[src/rtl/mac_pkg.sv]
// Shared types and helpers for the multi-lane MAC accumulator.
package mac_pkg;

    typedef enum logic [1:0] {
        IDLE  = 2'd0,
        ACCUM = 2'd1,
        DRAIN = 2'd2,
        HOLD  = 2'd3
    } mac_state_e;

    // Cycles spent flushing S2/S3 after the last beat of a result.
    localparam int unsigned DRAIN_CYCLES = 2;

    // Extension bit for an operand: copies the MSB in signed mode, zero otherwise.
    function automatic logic ext_msb(input logic msb, input logic is_signed);
        return msb & is_signed;
    endfunction

endpackage

[src/rtl/mac_lane_mul.sv]
// One lane multiply: signed (DW+1)x(DW+1) product of mode-extended operands.
module mac_lane_mul #(
    parameter int DW = 8
) (
    input  logic signed [DW:0]     a_x,
    input  logic signed [DW:0]     w_x,
    output logic signed [2*DW+1:0] prod
);

    assign prod = a_x * w_x;

endmodule

[src/rtl/mac_accum_array.sv]
// Multi-lane MAC: LANES extended multiplies, an adder tree and a beat-count accumulator.
// Define MAC_ACCUM_SAT_EN for a saturating accumulator with a sticky out_ovf flag.
module mac_accum_array
    import mac_pkg::*;
#(
    parameter int DW    = 8,
    parameter int LANES = 4,
    parameter int ACCW  = 32,
    parameter int LENW  = 8
) (
    input  logic                  clk,
    input  logic                  rst_n,
    input  logic [LENW-1:0]       cfg_len,
    input  logic                  a_signed,
    input  logic                  w_signed,
    input  logic                  in_valid,
    output logic                  in_ready,
    input  logic [LANES*DW-1:0]   in_a,
    input  logic [LANES*DW-1:0]   in_w,
    output logic                  out_valid,
    input  logic                  out_ready,
    output logic [ACCW-1:0]       out_q,
    output logic                  out_ovf
);

    localparam int LGL  = (LANES > 1) ? $clog2(LANES) : 0;
    localparam int PW   = 2 * DW + 2;
    localparam int SUMW = PW + LGL;
    localparam int EXTW = ((ACCW > SUMW) ? ACCW : SUMW) + 2;

    localparam logic [LENW-1:0] LEN_ONE    = {{(LENW-1){1'b0}}, 1'b1};
    localparam logic [1:0]      DRAIN_LAST = 2'(DRAIN_CYCLES - 1);

    mac_state_e        state_q, state_d;
    logic [LENW-1:0]   len_q, len_d, cnt_q, cnt_d;
    logic [LENW-1:0]   cnt_inc_s, len_eff_s;
    logic [1:0]        drain_q, drain_d;
    logic              a_sgn_q, a_sgn_d, w_sgn_q, w_sgn_d;
    logic              in_ready_q, in_ready_d;
    logic              accept_s, first_beat_s, eff_a_sgn_s, eff_w_sgn_s;

    logic signed [DW:0]   a_x_q [LANES];
    logic signed [DW:0]   a_x_d [LANES];
    logic signed [DW:0]   w_x_q [LANES];
    logic signed [DW:0]   w_x_d [LANES];
    logic                 s1_valid_q, s1_valid_d, s1_first_q, s1_first_d;
    logic signed [PW-1:0] prod_s [LANES];

    logic signed [SUMW-1:0] sum_s, sum_q, sum_d;
    logic                   s2_valid_q, s2_valid_d, s2_first_q, s2_first_d;

    logic [ACCW-1:0]   acc_q, acc_d;
    logic              acc_ovf_q, acc_ovf_d;

    logic              out_valid_q, out_valid_d;
    logic [ACCW-1:0]   out_q_q, out_q_d;
    logic              out_ovf_q, out_ovf_d;

    assign accept_s     = in_valid & in_ready_q;
    assign first_beat_s = accept_s & (state_q == IDLE);
    // Mode and length come from the live inputs on a first beat, from the latch afterwards.
    assign eff_a_sgn_s  = (state_q == IDLE) ? a_signed : a_sgn_q;
    assign eff_w_sgn_s  = (state_q == IDLE) ? w_signed : w_sgn_q;
    assign len_eff_s    = (cfg_len == {LENW{1'b0}}) ? LEN_ONE : cfg_len;
    assign cnt_inc_s    = cnt_q + LEN_ONE;

    // Result sequencing: beat counting, drain timing and output handshake.
    always_comb begin
        state_d = state_q;
        len_d   = len_q;
        cnt_d   = cnt_q;
        drain_d = drain_q;
        a_sgn_d = a_sgn_q;
        w_sgn_d = w_sgn_q;
        case (state_q)
            IDLE: begin
                if (accept_s) begin
                    len_d   = len_eff_s;
                    a_sgn_d = a_signed;
                    w_sgn_d = w_signed;
                    cnt_d   = LEN_ONE;
                    drain_d = 2'd0;
                    state_d = (len_eff_s == LEN_ONE) ? DRAIN : ACCUM;
                end else begin
                    state_d = IDLE;
                end
            end
            ACCUM: begin
                if (accept_s) begin
                    cnt_d   = cnt_inc_s;
                    drain_d = 2'd0;
                    state_d = (cnt_inc_s == len_q) ? DRAIN : ACCUM;
                end else begin
                    state_d = ACCUM;
                end
            end
            DRAIN: begin
                if (drain_q == DRAIN_LAST) begin
                    state_d = HOLD;
                end else begin
                    drain_d = drain_q + 2'd1;
                end
            end
            HOLD: begin
                if (out_valid_q && out_ready) begin
                    state_d = IDLE;
                end else begin
                    state_d = HOLD;
                end
            end
            default: state_d = IDLE;
        endcase
        in_ready_d = (state_d == IDLE) || (state_d == ACCUM);
    end

    // S1 input: capture mode-extended operands of the accepted beat.
    always_comb begin
        a_x_d      = a_x_q;
        w_x_d      = w_x_q;
        s1_valid_d = accept_s;
        if (accept_s) begin
            s1_first_d = first_beat_s;
            for (int i = 0; i < LANES; i++) begin
                a_x_d[i] = {ext_msb(in_a[i*DW+DW-1], eff_a_sgn_s), in_a[i*DW +: DW]};
                w_x_d[i] = {ext_msb(in_w[i*DW+DW-1], eff_w_sgn_s), in_w[i*DW +: DW]};
            end
        end else begin
            s1_first_d = s1_first_q;
        end
    end

    for (genvar g = 0; g < LANES; g++) begin : g_lane
        mac_lane_mul #(.DW(DW)) u_mul (
            .a_x  (a_x_q[g]),
            .w_x  (w_x_q[g]),
            .prod (prod_s[g])
        );
    end

    // Lane reduction into S2.
    always_comb begin
        sum_s = {SUMW{1'b0}};
        for (int i = 0; i < LANES; i++) begin
            sum_s = sum_s + SUMW'(prod_s[i]);
        end
        s2_valid_d = s1_valid_q;
        s2_first_d = s1_first_q;
        sum_d      = s1_valid_q ? sum_s : sum_q;
    end

`ifdef MAC_ACCUM_SAT_EN
    localparam logic signed [EXTW-1:0] SMAX = {{(EXTW-ACCW+1){1'b0}}, {(ACCW-1){1'b1}}};
    localparam logic signed [EXTW-1:0] SMIN = {{(EXTW-ACCW+1){1'b1}}, {(ACCW-1){1'b0}}};
    localparam logic signed [EXTW-1:0] UMAX = {{(EXTW-ACCW){1'b0}}, {ACCW{1'b1}}};

    logic signed [EXTW-1:0] acc_ext_s, tot_s, sat_s;
    logic                   acc_sgn_s, sat_hit_s;

    // S3 accumulator: add at full width, then clamp to the signed/unsigned ACCW range.
    always_comb begin
        acc_sgn_s = a_sgn_q | w_sgn_q;
        if (s2_first_q) begin
            acc_ext_s = {EXTW{1'b0}};
        end else if (acc_sgn_s) begin
            acc_ext_s = EXTW'($signed(acc_q));
        end else begin
            acc_ext_s = EXTW'(acc_q);
        end
        tot_s     = acc_ext_s + EXTW'(sum_q);
        sat_s     = tot_s;
        sat_hit_s = 1'b0;
        if (acc_sgn_s) begin
            if (tot_s > SMAX) begin
                sat_s     = SMAX;
                sat_hit_s = 1'b1;
            end else if (tot_s < SMIN) begin
                sat_s     = SMIN;
                sat_hit_s = 1'b1;
            end else begin
                sat_s     = tot_s;
            end
        end else begin
            if (tot_s[EXTW-1]) begin
                sat_s     = {EXTW{1'b0}};
                sat_hit_s = 1'b1;
            end else if (tot_s > UMAX) begin
                sat_s     = UMAX;
                sat_hit_s = 1'b1;
            end else begin
                sat_s     = tot_s;
            end
        end
        if (s2_valid_q) begin
            acc_d     = sat_s[ACCW-1:0];
            acc_ovf_d = s2_first_q ? sat_hit_s : (acc_ovf_q | sat_hit_s);
        end else begin
            acc_d     = acc_q;
            acc_ovf_d = acc_ovf_q;
        end
    end
`else
    logic [ACCW-1:0] acc_base_s;

    // S3 accumulator: wraps modulo 2^ACCW; first beat of a result reloads it.
    always_comb begin
        acc_base_s = s2_first_q ? {ACCW{1'b0}} : acc_q;
        acc_d      = s2_valid_q ? (acc_base_s + ACCW'(sum_q)) : acc_q;
        acc_ovf_d  = 1'b0;
    end
`endif

    // Output registers: capture the settled accumulator on the first HOLD cycle.
    always_comb begin
        out_valid_d = out_valid_q;
        out_q_d     = out_q_q;
        out_ovf_d   = out_ovf_q;
        if (state_q == HOLD) begin
            if (!out_valid_q) begin
                out_valid_d = 1'b1;
                out_q_d     = acc_q;
                out_ovf_d   = acc_ovf_q;
            end else if (out_ready) begin
                out_valid_d = 1'b0;
            end else begin
                out_valid_d = 1'b1;
            end
        end else if (first_beat_s) begin
            out_ovf_d = 1'b0;
        end else begin
            out_ovf_d = out_ovf_q;
        end
    end

    // State, pipeline and output flops with synchronous active-low reset.
    always_ff @(posedge clk) begin
        if (!rst_n) begin
            state_q     <= IDLE;
            len_q       <= LEN_ONE;
            cnt_q       <= {LENW{1'b0}};
            drain_q     <= 2'd0;
            a_sgn_q     <= 1'b0;
            w_sgn_q     <= 1'b0;
            in_ready_q  <= 1'b0;
            for (int i = 0; i < LANES; i++) begin
                a_x_q[i] <= '0;
                w_x_q[i] <= '0;
            end
            s1_valid_q  <= 1'b0;
            s1_first_q  <= 1'b0;
            sum_q       <= {SUMW{1'b0}};
            s2_valid_q  <= 1'b0;
            s2_first_q  <= 1'b0;
            acc_q       <= {ACCW{1'b0}};
            acc_ovf_q   <= 1'b0;
            out_valid_q <= 1'b0;
            out_q_q     <= {ACCW{1'b0}};
            out_ovf_q   <= 1'b0;
        end else begin
            state_q     <= state_d;
            len_q       <= len_d;
            cnt_q       <= cnt_d;
            drain_q     <= drain_d;
            a_sgn_q     <= a_sgn_d;
            w_sgn_q     <= w_sgn_d;
            in_ready_q  <= in_ready_d;
            a_x_q       <= a_x_d;
            w_x_q       <= w_x_d;
            s1_valid_q  <= s1_valid_d;
            s1_first_q  <= s1_first_d;
            sum_q       <= sum_d;
            s2_valid_q  <= s2_valid_d;
            s2_first_q  <= s2_first_d;
            acc_q       <= acc_d;
            acc_ovf_q   <= acc_ovf_d;
            out_valid_q <= out_valid_d;
            out_q_q     <= out_q_d;
            out_ovf_q   <= out_ovf_d;
        end
    end

    assign in_ready  = in_ready_q;
    assign out_valid = out_valid_q;
    assign out_q     = out_q_q;
    assign out_ovf   = out_ovf_q;

endmodule

[config.mk]
export PLATFORM = sky130hd
export DESIGN_NAME = mac_accum_array
export DESIGN_NICKNAME = d
export VERILOG_FILES = /design/src/rtl/mac_pkg.sv /design/src/rtl/mac_lane_mul.sv /design/src/rtl/mac_accum_array.sv
export SDC_FILE = /design/constraint.sdc
export NUM_CORES = 1
export LEC_CHECK = 0
export BUFFER_PORTS_ARGS = -buffer_cell sky130_fd_sc_hd__buf_2
export CAP_MARGIN = 10
export CORE_MARGIN = 4
export CORE_UTILIZATION = 40
export DETAILED_ROUTE_END_ITERATION = 8
export PLACE_DENSITY = 0.66
export REMOVE_ABC_BUFFERS = 1
export SYNTH_ARGS = -nofsm -noshare
export SYNTH_HDL_FRONTEND = slang
export SYNTH_HIERARCHICAL = 1
export SYNTH_SLANG_ARGS = --single-unit
export TNS_END_PERCENT = 5
[constraint.sdc]
create_clock -name clk -period 11.3 [get_ports clk]
set_clock_uncertainty 0.15 [all_clocks]
set_input_delay 0.565 -clock clk [delete_from_list [all_inputs] [get_ports clk]]
set_output_delay 0.565 -clock clk [all_outputs]
set_load 0.05 [all_outputs]
==> impl_metrics.json <==
{
  "run_status": "completed",
  "grt_pass1_wl_mm": 88.5,
  "intPower_uw": 1190,
  "first_global_vias": 18100,
  "cts-htree-levels": 4,
  "cp.buffers_inverters": 3,
  "timing.slew.headroom_pct": 39.4,
  "grt_antenna_before_repair": 1,
  "dp_hpwl_mm": 42.0,
  "number_of_endpoints_with_negative_hold_slack_in_the_final_report": 0,
  "power_frac_seq_pct": 40.5,
  "drc": 0,
  "critPathTopFamily": "adder cells",
  "first_iter_violations": 776,
  "cts_tree": "built",
  "post_cts.repair.setup_buffers": 0,
  "multi_input_area_sq_mm": 0.0173,
  "clkSinkCount": 184,
  "grt_use_met3_pct": 2.61,
  "synth.avg_cell_area_sq_um": 8.68,
  "groute.layer.met1.usage_pct": 22.9,
  "die_area_sq_mm": 0.0612,
  "global_route.usage.met2_pct": 30.2,
  "antenna_left": 0,
  "netlist_area_sq_mm": 0.0229,
  "cp.arrival_ns": 7.77,
  "nNetsFinal": 3286,
  "cts_resized": 0,
  "vdd_ir_drop_max_uv": 125,
  "gr-usage-all-layers_pct": 17.7,
  "setup_repair_after_global_routing_missed_its_margin": "false",
  "area_growth_pct": 7.84,
  "share_of_cells_above_drive_strength_1_pct": 7.30,
  "net-switching-power_uw": 621,
  "min_period_over_period_pct": 66.3,
  "startpoint_type": "flop",
  "crit_top_cell": "sky130_fd_sc_hd__fa_1",
  "post_route_setup_tns_ns": 0,
  "crit_path_max_incr_delay_ns": 0.65,
  "overflow": 0,
  "layout_commonest_cell": "sky130_fd_sc_hd__nand2_1",
  "final_period_minus_worst_setup_slack_ns": 7.49,
  "grt_most_used_layer": "met2",
  "placement_rows": 87,
  "finalSetupViolCount": 0,
  "cts_max_path_buffers": 2,
  "coreArea_sq_mm": 0.0566,
  "clk-insertion-delay-late_ns": 0.50,
  "synth_cells": 2642,
  "largest_net_degree_at_the_start_of_global_routing": 79,
  "synth-edff-count": 0,
  "die_width_microns": 247,
  "postSynthRegisterBits": 184,
  "clock-root-buffer": "sky130_fd_sc_hd__clkbuf_16",
  "worstMarginPinSlew_ns": 0.908,
  "leakage_uw": 0.0119,
  "timing.critical_path.required_ns": 11.58,
  "cts_inserted_buffers": 17,
  "drv.max_cap_violation_count": 0,
  "p_comb_share_pct": 24.8,
  "holdCritPathClass": "primary input to flop",
  "hold_buffers": 0,
  "power_frac_clock_pct": 34.7,
  "first_pass_iters": 5,
  "synth.yosys.seq_area_share_pct": 16.1,
  "drt-total-wl_mm": 52.1,
  "synth_cell_types": 78,
  "timing_max_transition_violations_final": 0,
  "timing_worst_setup_path_type": "flop to flop",
  "initial_core_util_pct": 40.5,
  "synthArstFlopShare_pct": 0,
  "io_buffer_count": 111,
  "gp_routability_congestion": 0.861,
  "sequential_cell_area_sq_mm": 0.00368,
  "post_drt_wl_per_cell_microns": 15.1,
  "cpMaxStageDelayCell": "sky130_fd_sc_hd__fa_1",
  "crit_path_cell_trace": "nand2_1 -> fa_1 -> fa_1 -> inv_1 -> fa_1 -> fa_1 -> ha_1 -> ha_1 -> a2111oi_2 -> o21ai_1 -> a41oi_2 -> xnor2_1 -> inv_1 -> fa_1 -> fa_1 -> inv_1 -> ha_1 -> a21oi_1 -> o21ai_0 -> a21o_1 -> a211oi_1 -> xnor2_1 -> mux2i_1 -> nor2b_1",
  "report.power.total_uw": 1810,
  "synthFlopType": "sky130_fd_sc_hd__dfxtp_1",
  "clock_pin_slew_worst_setup_and_hold_paths_ns": 0.08,
  "setup.worst_path.end_class": "flop",
  "die_h_microns": 247,
  "max_freq_ghz": 0.134,
  "via_per_inst": 5.04,
  "number_of_antenna_diodes": 0,
  "filler_cell_count": 5612,
  "sw_frac_of_total_pct": 34.3,
  "io_pins": 113,
  "highest_count_cells_in_the_layout_ignoring_fill_and_taps": "sky130_fd_sc_hd__nand2_1 (464), sky130_fd_sc_hd__inv_1 (412), sky130_fd_sc_hd__fa_1 (318)",
  "route.vias.total": 17400,
  "yosys_warnings": 6,
  "worstPathMaxFanout": 10,
  "power_per_cell_area_mw_per_mm2": 73.2
}
## per-stage QoR
stage / area, sq um / std cells / setup slack [ns] / hold WS, ns / utilization [%]
floorplan: 22600 / 2548 / 4.43 / 0.280 / -
finish: 24700 / 3455 / 3.81 / 0.155 / 43.7
global placement: 24100 / 3423 / 3.97 / 0.298 / 42.6
detailed placement: 24100 / 3423 / 3.86 / 0.305 / 42.6
CTS: 24700 / 3455 / 3.82 / 0.110 / 43.7
global route: 24700 / 3455 / 3.36 / 0.139 / 43.7
## state kept, by name (all words and copies together), names as in the netlist, 2 cells and up
name / cells
a_x_q: 36
acc_q: 32
cnt_q: 8
drain_q: 2
len_q: 8
out_q: 32
state_q: 2
sum_q: 20
w_x_q: 36
## final timing paths
check / startpoint / endpoint / slack, ns / depth (start not counted)
worst max register to register: w_x_q[0] / sum_q[17] / 3.81 / 24
worst min register to register: out_q[21] / out_q[21] / 0.31 / 2
worst max-delay path: w_x_q[0] / sum_q[17] / 3.81 / 24
worst min-delay path: in_a[6] / a_x_q[33] / 0.16 / 3
## synth_stat cells (4+ instances only)
cell type	number	area share, %
sky130_fd_sc_hd__and2_1	137	3.7
sky130_fd_sc_hd__a21boi_0	117	3.8
sky130_fd_sc_hd__buf_1	6	0.098
sky130_fd_sc_hd__or3_1	15	0.41
sky130_fd_sc_hd__mux2i_1	20	0.87
sky130_fd_sc_hd__nand3_1	28	0.61
sky130_fd_sc_hd__o21ai_2	4	0.15
sky130_fd_sc_hd__a41oi_2	4	0.28
sky130_fd_sc_hd__a211oi_1	8	0.26
sky130_fd_sc_hd__o21bai_1	13	0.43
sky130_fd_sc_hd__o21a_1	20	0.65
sky130_fd_sc_hd__xnor2_1	90	3.4
sky130_fd_sc_hd__o21ai_0	63	1.4
sky130_fd_sc_hd__nand2_1	465	7.6
sky130_fd_sc_hd__o211a_1	5	0.22
sky130_fd_sc_hd__nor3_1	14	0.31
sky130_fd_sc_hd__and3_1	9	0.25
sky130_fd_sc_hd__nor2_1	49	0.80
sky130_fd_sc_hd__a31o_2	4	0.15
sky130_fd_sc_hd__o221ai_1	4	0.15
sky130_fd_sc_hd__nor2b_1	92	2.5
sky130_fd_sc_hd__fa_1	318	28
sky130_fd_sc_hd__a31oi_1	9	0.25
sky130_fd_sc_hd__nor4_1	4	0.11
sky130_fd_sc_hd__dfxtp_1	184	16
sky130_fd_sc_hd__inv_1	412	6.7
sky130_fd_sc_hd__ha_1	204	11
sky130_fd_sc_hd__mux2_2	6	0.29
sky130_fd_sc_hd__xor2_1	34	1.3
sky130_fd_sc_hd__nand4_1	10	0.27
sky130_fd_sc_hd__o21ai_1	7	0.15
sky130_fd_sc_hd__nand2b_1	18	0.49
sky130_fd_sc_hd__clkbuf_1	85	1.4
sky130_fd_sc_hd__a21o_1	30	0.98
sky130_fd_sc_hd__a21oi_1	81	1.8
## power by group through the flow
stage / clock (uW) / combinational [uW] / sequential [uW]
2_1_floorplan: 0 / 328 / 727
3_3_place_gp: 0 / 441 / 746
3_5_place_dp: 0 / 452 / 748
4_1_cts: 655 / 456 / 733
5_1_grt: 671 / 515 / 740
6_report: 628 / 449 / 733
## worst register-to-register path, cell delays in order (launching register included)
cell	delay [ns]
sky130_fd_sc_hd__dfxtp_1	0.53
sky130_fd_sc_hd__nand2_1	0.20
sky130_fd_sc_hd__fa_1	0.65
sky130_fd_sc_hd__fa_1	0.54
sky130_fd_sc_hd__inv_1	0.06
sky130_fd_sc_hd__fa_1	0.55
sky130_fd_sc_hd__fa_1	0.41
sky130_fd_sc_hd__ha_1	0.29
sky130_fd_sc_hd__ha_1	0.35
sky130_fd_sc_hd__a2111oi_2	0.32
sky130_fd_sc_hd__o21ai_1	0.20
sky130_fd_sc_hd__a41oi_2	0.26
sky130_fd_sc_hd__xnor2_1	0.14
sky130_fd_sc_hd__inv_1	0.08
sky130_fd_sc_hd__fa_1	0.50
sky130_fd_sc_hd__fa_1	0.51
sky130_fd_sc_hd__inv_1	0.04
sky130_fd_sc_hd__ha_1	0.37
sky130_fd_sc_hd__a21oi_1	0.28
sky130_fd_sc_hd__o21ai_0	0.15
sky130_fd_sc_hd__a21o_1	0.19
sky130_fd_sc_hd__a211oi_1	0.29
sky130_fd_sc_hd__xnor2_1	0.16
sky130_fd_sc_hd__mux2i_1	0.09
sky130_fd_sc_hd__nor2b_1	0.13
## cells by family after synthesis
logic type | count (synthesis) | synth area share (%)
AND/OR/NAND/NOR | 852 | 17.5
adder cells (fa/ha/maj) | 522 | 38.9
buffers and inverters | 506 | 8.35
AO/OA/AOI/OAI | 427 | 13.3
flip-flops | 184 | 16.1
XOR/XNOR | 124 | 4.73
multiplexers | 26 | 1.17
other | 1 | 0.0163
## final cells by class
cell class	count	area share (%)
inverters	412	6.25
multi-input cells	1952	70.1
clock inverters	14	0.678
repair buffers	119	2.50
well taps	756	3.82
flip-flops and latches	184	14.9
clock buffers	18	1.73
## routing by layer
metal	wire, microns	share of wire [%]	vias to the layer above
met5	14	0.027	-
met1	23800	46	8591
met2	25000	48	294
met3	1760	3.4	71
met4	1510	2.9	2
li1	-	-	8446
Note: power is estimated with default switching activity, not from simulation.
